## src/rtl/xge_rx_pktgen.sv

```systemverilog
// Synthetic 10G MAC rx frame source: numbered payload, periodic bad frames, IFG.
// Outputs registered (word 0 one cycle after the IDLE cycle); no backpressure.
module xge_rx_pktgen (
  input  logic        clk,
  input  logic        rst,
  input  logic        enable,
  input  logic [13:0] pkt_len,
  input  logic [7:0]  ifg,
  input  logic [7:0]  bad_every,
  output logic [63:0] rx_data,
  output logic [7:0]  rx_data_valid,
  output logic        rx_good_frame,
  output logic        rx_bad_frame,
  output logic [31:0] good_cnt,
  output logic [31:0] bad_cnt
);

  typedef enum logic [1:0] {IDLE, DATA, STATUS, GAP} state_t;

  state_t      state, state_nxt;
  logic [10:0] last_q, last_nxt;
  logic [10:0] widx_q, widx_nxt;
  logic [7:0]  tail_q, tail_nxt;
  logic [7:0]  ifg_q, ifg_nxt;
  logic [7:0]  gap_q, gap_nxt;
  logic        bad_q, bad_nxt;
  logic [7:0]  mod_q, mod_nxt;
  logic [15:0] seq_q, seq_nxt;

  logic [63:0] data_nxt;
  logic [7:0]  valid_nxt;
  logic        good_pulse_nxt, bad_pulse_nxt;
  logic [31:0] good_cnt_nxt, bad_cnt_nxt;

  logic [13:0] len_eff, len_m1;
  logic [10:0] start_last;
  logic [7:0]  start_tail, vmask;
  logic        start_bad;

  // Lanes outside vmask are forced to zero.
  function automatic logic [63:0] gen_word(input logic [10:0] w, input logic [7:0] s,
                                           input logic [7:0] vm);
    logic [63:0] d;
    d = '0;
    for (int j = 0; j < 8; j++) begin
      if (vm[j]) d[8*j +: 8] = {w[4:0], 3'(j)} ^ s;
    end
    return d;
  endfunction

  always_comb begin
    len_eff    = (pkt_len < 14'd8) ? 14'd8 : pkt_len;
    len_m1     = len_eff - 14'd1;
    start_last = len_m1[13:3];
    start_tail = (len_eff[2:0] == 3'd0) ? 8'hFF : ((8'h01 << len_eff[2:0]) - 8'h01);
    start_bad  = (bad_every != 8'd0) && (mod_q == bad_every - 8'd1);
  end

  always_comb begin
    state_nxt      = state;
    last_nxt       = last_q;
    widx_nxt       = widx_q;
    tail_nxt       = tail_q;
    ifg_nxt        = ifg_q;
    gap_nxt        = gap_q;
    bad_nxt        = bad_q;
    mod_nxt        = mod_q;
    seq_nxt        = seq_q;
    data_nxt       = '0;
    valid_nxt      = 8'h00;
    good_pulse_nxt = 1'b0;
    bad_pulse_nxt  = 1'b0;
    good_cnt_nxt   = good_cnt;
    bad_cnt_nxt    = bad_cnt;
    vmask          = 8'hFF;

    case (state)
      IDLE: begin
        if (enable) begin
          last_nxt  = start_last;
          tail_nxt  = start_tail;
          ifg_nxt   = ifg;
          bad_nxt   = start_bad;
          if (bad_every != 8'd0) mod_nxt = start_bad ? 8'd0 : mod_q + 8'd1;
          widx_nxt  = '0;
          vmask     = (start_last == 11'd0) ? start_tail : 8'hFF;
          data_nxt  = gen_word(11'd0, seq_q[7:0], vmask);
          valid_nxt = vmask;
          state_nxt = DATA;
        end
      end
      DATA: begin
        if (widx_q == last_q) begin
          good_pulse_nxt = !bad_q;
          bad_pulse_nxt  = bad_q;
          if (bad_q) bad_cnt_nxt = bad_cnt + 32'd1;
          else       good_cnt_nxt = good_cnt + 32'd1;
          seq_nxt   = seq_q + 16'd1;
          state_nxt = STATUS;
        end else begin
          widx_nxt  = widx_q + 11'd1;
          vmask     = (widx_nxt == last_q) ? tail_q : 8'hFF;
          data_nxt  = gen_word(widx_nxt, seq_q[7:0], vmask);
          valid_nxt = vmask;
        end
      end
      STATUS: begin
        gap_nxt   = ifg_q;
        state_nxt = (ifg_q == 8'd0) ? IDLE : GAP;
      end
      GAP: begin
        gap_nxt = gap_q - 8'd1;
        if (gap_q == 8'd1) state_nxt = IDLE;
      end
      default: state_nxt = IDLE;
    endcase
  end

  always_ff @(posedge clk) begin
    if (rst) begin
      state         <= IDLE;
      last_q        <= '0;
      widx_q        <= '0;
      tail_q        <= 8'h00;
      ifg_q         <= 8'h00;
      gap_q         <= 8'h00;
      bad_q         <= 1'b0;
      mod_q         <= 8'h00;
      seq_q         <= 16'h0000;
      rx_data       <= '0;
      rx_data_valid <= 8'h00;
      rx_good_frame <= 1'b0;
      rx_bad_frame  <= 1'b0;
      good_cnt      <= 32'd0;
      bad_cnt       <= 32'd0;
    end else begin
      state         <= state_nxt;
      last_q        <= last_nxt;
      widx_q        <= widx_nxt;
      tail_q        <= tail_nxt;
      ifg_q         <= ifg_nxt;
      gap_q         <= gap_nxt;
      bad_q         <= bad_nxt;
      mod_q         <= mod_nxt;
      seq_q         <= seq_nxt;
      rx_data       <= data_nxt;
      rx_data_valid <= valid_nxt;
      rx_good_frame <= good_pulse_nxt;
      rx_bad_frame  <= bad_pulse_nxt;
      good_cnt      <= good_cnt_nxt;
      bad_cnt       <= bad_cnt_nxt;
    end
  end

endmodule

```

## config.mk

```make
export PLATFORM = sky130hd
export DESIGN_NAME = xge_rx_pktgen
export DESIGN_NICKNAME = d
export VERILOG_FILES = /design/src/rtl/xge_rx_pktgen.sv
export SDC_FILE = /design/constraint.sdc
export NUM_CORES = 1
export LEC_CHECK = 0
export ABC_CLOCK_PERIOD_IN_PS = 8300
export CORE_UTILIZATION = 45
export DETAILED_ROUTE_END_ITERATION = 12
export GPL_ROUTABILITY_DRIVEN = 0
export PLACE_DENSITY = 0.81
export SLEW_MARGIN = 20
export SYNTH_ARGS = -nofsm -noshare
export SYNTH_HDL_FRONTEND = slang
export SYNTH_SLANG_ARGS = --single-unit
```

## constraint.sdc

```tcl
create_clock -name clk -period 8.3 [get_ports clk]
set_input_delay 1.245 -clock clk [delete_from_list [all_inputs] [get_ports clk]]
set_output_delay 1.245 -clock clk [all_outputs]
set_load 0.02 [all_outputs]
```

==> results.json, run 1 <==
{
  "io_pins": 171,
  "async_flop_share_pct": 0,
  "routedWlPerCell_um": 16.17,
  "worstSetupPathType": "in -> reg",
  "rows": 51,
  "rsz0062_at_grt": "no",
  "netlist_area_mm2": 0.009196,
  "initial_core_util_pct": 46.64,
  "final_common_cell": "dfxtp_1",
  "n_antenna_cell": 0,
  "grt_max_degree": 91,
  "yosysTopAreaCell": "dfxtp_1",
  "htree_levels": 1,
  "drtIter0Drc": 611,
  "via_per_inst": 5.734,
  "postCtsSetupRepairBufs": 0,
  "cts_hold_buf": 0,
  "synth_cell_types": 67,
  "wirelength_um": 24470,
  "ys.flop_type": "dfxtp_1",
  "synthesis.instances": 1097,
  "clkLatencyLatePin_ps": 510,
  "layout_setup_ws_ps": 4098,
  "timing.fmax_ghz": 0.2380,
  "vias": 8676,
  "cts_resized": 0,
  "yosys-top-cells-area": "dfxtp_1 (44%), nand2_1 (4.6%), xnor2_1 (4.6%)",
  "fin_crit_ps": 4202,
  "clkSlewWorstSetupHoldPaths_ps": 60,
  "place_ws_ps": 3712,
  "io_buffers": 170,
  "ir_worst_vdd_uv": 146.8,
  "synth_area_per_cell_um2": 8.383,
  "tightest_slew_ps": 1070,
  "hold_violations": 0,
  "power_density_mw_per_mm2": 198.0,
  "clock_path_buffers": 3,
  "cap_violations": 0,
  "dpl.hpwl_um": 16980,
  "nNetsFinal": 1279,
  "period_share_pct": 50.63,
  "fp.dieW_um": 145.0,
  "skew_ps": 24.00,
  "outcome": "finished clean",
  "antenna_found_initial": 0,
  "first_pass_iters": 5,
  "root_buffer": "clkbuf_16",
  "final_cell_mix": "dfxtp_1 (203), clkdlybuf4s50_1 (169), nand2_1 (113)",
  "worst_hold_path_type": "reg -> reg",
  "drc_errors": 0,
  "die_h_um": 145.0,
  "die-area_mm2": 0.02101,
  "core_mm2": 0.01972,
  "drv_slew": 0,
  "cp-start-kind": "input port",
  "grt_first_pass_wirelength_um": 39710,
  "tns_ps": 0,
  "synth.ff_latch_count": 203,
  "grtUsageTotal_pct": 22.47,
  "drtAntennaViolNets": 0,
  "area_growth_syn_to_layout_pct": 28.65,
  "cp.arrival_ps": 4550,
  "grt_pass1_vias": 7914,
  "grt_overflow": 0,
  "power.leakage_uw": 0.004069,
  "cts_tree": "yes",
  "cts_buffers": 22,
  "crit_path_max_fanout": 9,
  "synth_nets": 1142,
  "synth-edff-count": 0,
  "ys_warn_count": 0,
  "critPathCaptureType": "flip-flop",
  "yosysTopAreaCellShare_pct": 44.19,
  "finalSetupViolations": 0,
  "drive_above_1_share_pct": 5.288,
  "crit_required_ps": 8650,
  "slew_headroom_pct": 28.15,
  "yosysSeqAreaShare_pct": 44.19,
  "clock-sinks": 203,
  "reg2reg_slack_ps": 4940
}
[logic make-up after synthesis]
group | Yosys count | synth area share (%)
XOR/XNOR | 84 | 8.000
AO/OA/AOI/OAI | 228 | 16.01
flip-flops | 203 | 44.19
multiplexers | 8 | 0.9252
buffers and inverters | 98 | 4.027
adder cells (fa/ha/maj) | 12 | 1.633
AND/OR/NAND/NOR | 464 | 25.21
[per-layer routing]
layer | share of wire, % | vias to the layer above | GRT usage (%) | wire length (um)
li1 | - | 4231 | - | -
met1 | 43 | 4057 | 29.61 | 10580
met2 | 47 | 325 | 37.26 | 11560
met3 | 5.7 | 63 | 2.830 | 1390
met4 | 3.8 | 0 | 8.777 | 937
met5 | 0 | - | 0 | 0
[layout make-up]
cell class / instances / area, um^2
Clock buffer: 28 / 593.1
Clock inverter: 10 / 161.4
Fill cell: 1665 / 7886
Inverter: 34 / 127.6
Multi-Input combinational cell: 796 / 4802
Sequential cell: 203 / 4064
Tap cell: 265 / 331.6
Timing Repair Buffer: 177 / 1752
[power breakdown]
group | switching [uW] | internal, uW | leakage [uW] | total [uW]
registers | 29.3 | 1010 | 0.00165 | 1040
logic | 168 | 111 | 0.00205 | 279
clock network | 391 | 629 | 0.000373 | 1020
total | 589 | 1750 | 0.00407 | 2340
[per-stage QoR]
step	area [um^2]	std cells	power, uW	hold WS [ps]	util, %
after floorplan	9196	1097	1229	436.3	-
after global placement	11060	1475	1334	445.0	56.09
after detailed placement	11060	1475	1339	447.7	56.09
after CTS	11820	1513	2356	464.3	59.92
after global routing	11830	1513	2430	499.2	60.00
final	11830	1513	2343	460.1	60.00
[registers in the layout, summed over array words and instances (netlist names)]
name and flops:
ifg_q 8, rx_data_valid 8, gap_q 8, last_q 11, widx_q 11, bad_q 1, state 2, rx_good_frame 1
tail_q 8, good_cnt 32, mod_q 8, bad_cnt 32, rx_bad_frame 1, seq_q 8, rx_data 64
[critical path: stages]
cell	delay, ps
clkdlybuf4s50_1	480
or4_1	620
or3_1	370
a2111oi_0	760
nand3_1	260
nor2_1	600
o22ai_1	210
[Yosys cell counts (all sizes together), types with 2 or more instances]
master	n
mux2i	4
o21ai	46
and3	13
o41ai	3
nand3	45
nand3b	4
a31oi	5
nor3	35
o22ai	27
nor2b	10
nand2	113
nor2	111
or4	22
a31o	7
and2	6
nand2b	7
mux2	4
a21o	5
o2bb2ai	9
ha	12
o31ai	11
a311oi	2
xor2	36
a22oi	3
and4	7
o21a	2
a21oi	59
nand4	38
a2111oi	2
clkbuf	58
dfxtp	203
o32ai	4
inv	33
o211ai	3
buf	6
xnor2	48
nor4	33
or3	12
a211oi	24
a22o	2
[final timing paths]
check | from | end | depth (start not counted)
max | pkt_len[7] | rx_data[34] | 7
min | ifg_q[7] | ifg_q[7] | 2
min reg2reg | ifg_q[7] | ifg_q[7] | 2
max reg2reg | widx_q[5] | good_cnt[30] | 7
Power figures use the tool's default switching activity.
==> run 2, diff against run 1 <==
Settings changed: ABC_CLOCK_PERIOD_IN_PS 8300 to 3900.
Clock period 8.3 ns to 3.9 ns, I/O delays scaled along.
==> run 2 against run 1 <==
Against the previous run: clock skew fell by 8.0 ps; setup slack got worse by 3600 ps; flip-flop and latch count did not move; critical path type is now reg -> reg; largest power group unchanged; final cell count rose by 1.3%; routed wire length rose by 0.23%; clock power rose by 91%; first-iteration DRC count fell by 9.7%; combinational power rose by 120%.
==> results.json, run 2 (synthesized netlist as in run 1, its figures left out) <==
{
  "utilization_pct": 60.26,
  "p_seq_share_pct": 46.4,
  "tns_ps": 0,
  "swShare_pct": 25.77,
  "crit_required_ps": 4230,
  "rr_worst_depth": 7,
  "grt_max_degree": 66,
  "htree_levels": 1,
  "initial_core_util_pct": 46.64,
  "via_per_inst": 5.667,
  "die_h_um": 145.0,
  "vias": 8688,
  "reg2reg_slack_ps": 480,
  "hold_violations": 0,
  "grt_first_pass_wirelength_um": 39030,
  "routedWlPerCell_um": 16.00,
  "n_antenna_cell": 0,
  "top_regs": "rx_data: 64 flops, bad_cnt: 32 flops, good_cnt: 32 flops",
  "root_buffer": "clkbuf_16",
  "core_mm2": 0.01972,
  "grtUsageTotal_pct": 22.15,
  "worst_r2r_endpoint": "rx_data[14]",
  "fp.dieW_um": 145.0,
  "area_growth_syn_to_layout_pct": 29.20,
  "rows": 51,
  "cap_violations": 0,
  "io_pins": 171,
  "finalSetupViolations": 0,
  "fin_crit_ps": 3425,
  "dpl.hpwl_um": 17520,
  "power_density_mw_per_mm2": 401.8,
  "final_cell_mix": "dfxtp_1 (203), clkdlybuf4s50_1 (169), nand2_1 (113)",
  "slew_headroom_pct": 27.53,
  "cts_resized": 0,
  "drtAntennaViolNets": 0,
  "hold_path_startpoint": "ifg_q[7]",
  "antenna_found_initial": 0,
  "p_comb_share_pct": 12.8,
  "regMostFlops": "rx_data",
  "clkLatencyLatePin_ps": 500,
  "p_int_uw": 3544,
  "first_pass_iters": 5,
  "clock_path_buffers": 3,
  "io_buffers": 170,
  "final_common_cell": "dfxtp_1",
  "critPathCaptureType": "flip-flop",
  "cts_tree": "yes",
  "cp-start-kind": "flip-flop",
  "worstSetupPathType": "reg -> reg",
  "drc_errors": 0,
  "postCtsSetupRepairBufs": 0,
  "cts_hold_buf": 0,
  "nNetsFinal": 1299,
  "rsz0062_at_grt": "no",
  "worstHoldPathCells": 2,
  "period_share_pct": 87.81,
  "drive_above_1_share_pct": 6.388,
  "largest_reg_flops": 64,
  "clock-sinks": 203,
  "cts_buffers": 21,
  "grt_pass1_vias": 7880,
  "hold_end": "ifg_q[7]",
  "ir_worst_vdd_uv": 230.9,
  "die-area_mm2": 0.02101,
  "crit_path_max_fanout": 12,
  "regToRegStartpoint": "widx_q[0]",
  "drtIter0Drc": 552,
  "worst_hold_path_type": "reg -> reg",
  "wirelength_um": 24520,
  "tightest_slew_ps": 1082,
  "power.leakage_uw": 0.004122,
  "clkSlewWorstSetupHoldPaths_ps": 60,
  "cp.arrival_ps": 3750,
  "fillers": 1669,
  "p_clk_share_pct": 40.8,
  "grt_overflow": 0,
  "timing.fmax_ghz": 0.2920,
  "skew_ps": 16.05,
  "outcome": "finished clean",
  "power_switching_uw": 1230,
  "drv_slew": 0
}
[run 2: cell count changes in the layout (fill, tap and decap cells not counted), sizes merged]
cell | before | now
inv | 33 | 34
buf | 8 | 29
clkinvlp | 0 | 3
bufinv | 4 | 1
clkinv | 7 | 4
clkbuf | 28 | 29
[run 2: power groups by stage]
stage / logic, uW / registers (uW) / clock network (uW)
floorplan: 316 / 2300 / 0
global placement: 594 / 2260 / 0
detailed placement: 603 / 2260 / 0
CTS: 608 / 2220 / 1980
global route: 662 / 2220 / 2070
finish: 612 / 2220 / 1950
[run 2: worst max-delay path by stage]
stage / start / to / slack [ps] / depth (start not counted)
floorplan: pkt_len[7] / rx_data[51] / 980 / 7
global route: widx_q[0] / rx_data[14] / 290 / 7
detailed placement: pkt_len[7] / rx_data[40] / 370 / 9
CTS: widx_q[0] / rx_data[13] / 560 / 7
global placement: pkt_len[7] / rx_data[54] / 450 / 8
finish: widx_q[0] / rx_data[14] / 480 / 7
[run 2: cell type report]
class	count	area, um^2	share of cell area, %
flip-flops and latches	203	4064	34.20
well taps	265	331.6	2.791
multi-input cells	796	4773	40.17
inverters	34	127.6	1.074
clock inverters	8	80.08	0.6740
clock buffers	29	595.6	5.013
repair buffers	198	1909	16.07
[run 2: critical path: stages, from the launching register on]
cell and delay, ps:
dfxtp_1 490, ha_1 330, and4_1 460, xnor2_1 100, o311ai_0 410, a31oi_1 280
nor4_1 930, o21ai_0 250
[run 2: through the flow]
| step | worst slack, ps | hold slack (ps) | power, uW | cell area, um^2 | instances |
|---|---|---|---|---|---|
| 5_1_grt | 293.7 | 499.0 | 4955 | 11880 | 1533 |
| 2_1_floorplan | 980.2 | 436.3 | 2616 | 9196 | 1097 |
| 3_3_place_gp | 451.6 | 450.0 | 2853 | 11210 | 1496 |
| 3_5_place_dp | 374.7 | 456.1 | 2864 | 11210 | 1496 |
| 4_1_cts | 564.7 | 464.4 | 4805 | 11880 | 1533 |
| 6_report | 475.3 | 461.4 | 4774 | 11880 | 1533 |
[run 2: per-layer routing]
metal	GRT usage, %	vias to the layer above	wire length [um]
li1	-	4260	-
met1	28.03	4092	10810
met2	38.82	294	11860
met3	3.113	42	1323
met4	6.596	0	528
met5	0	-	0
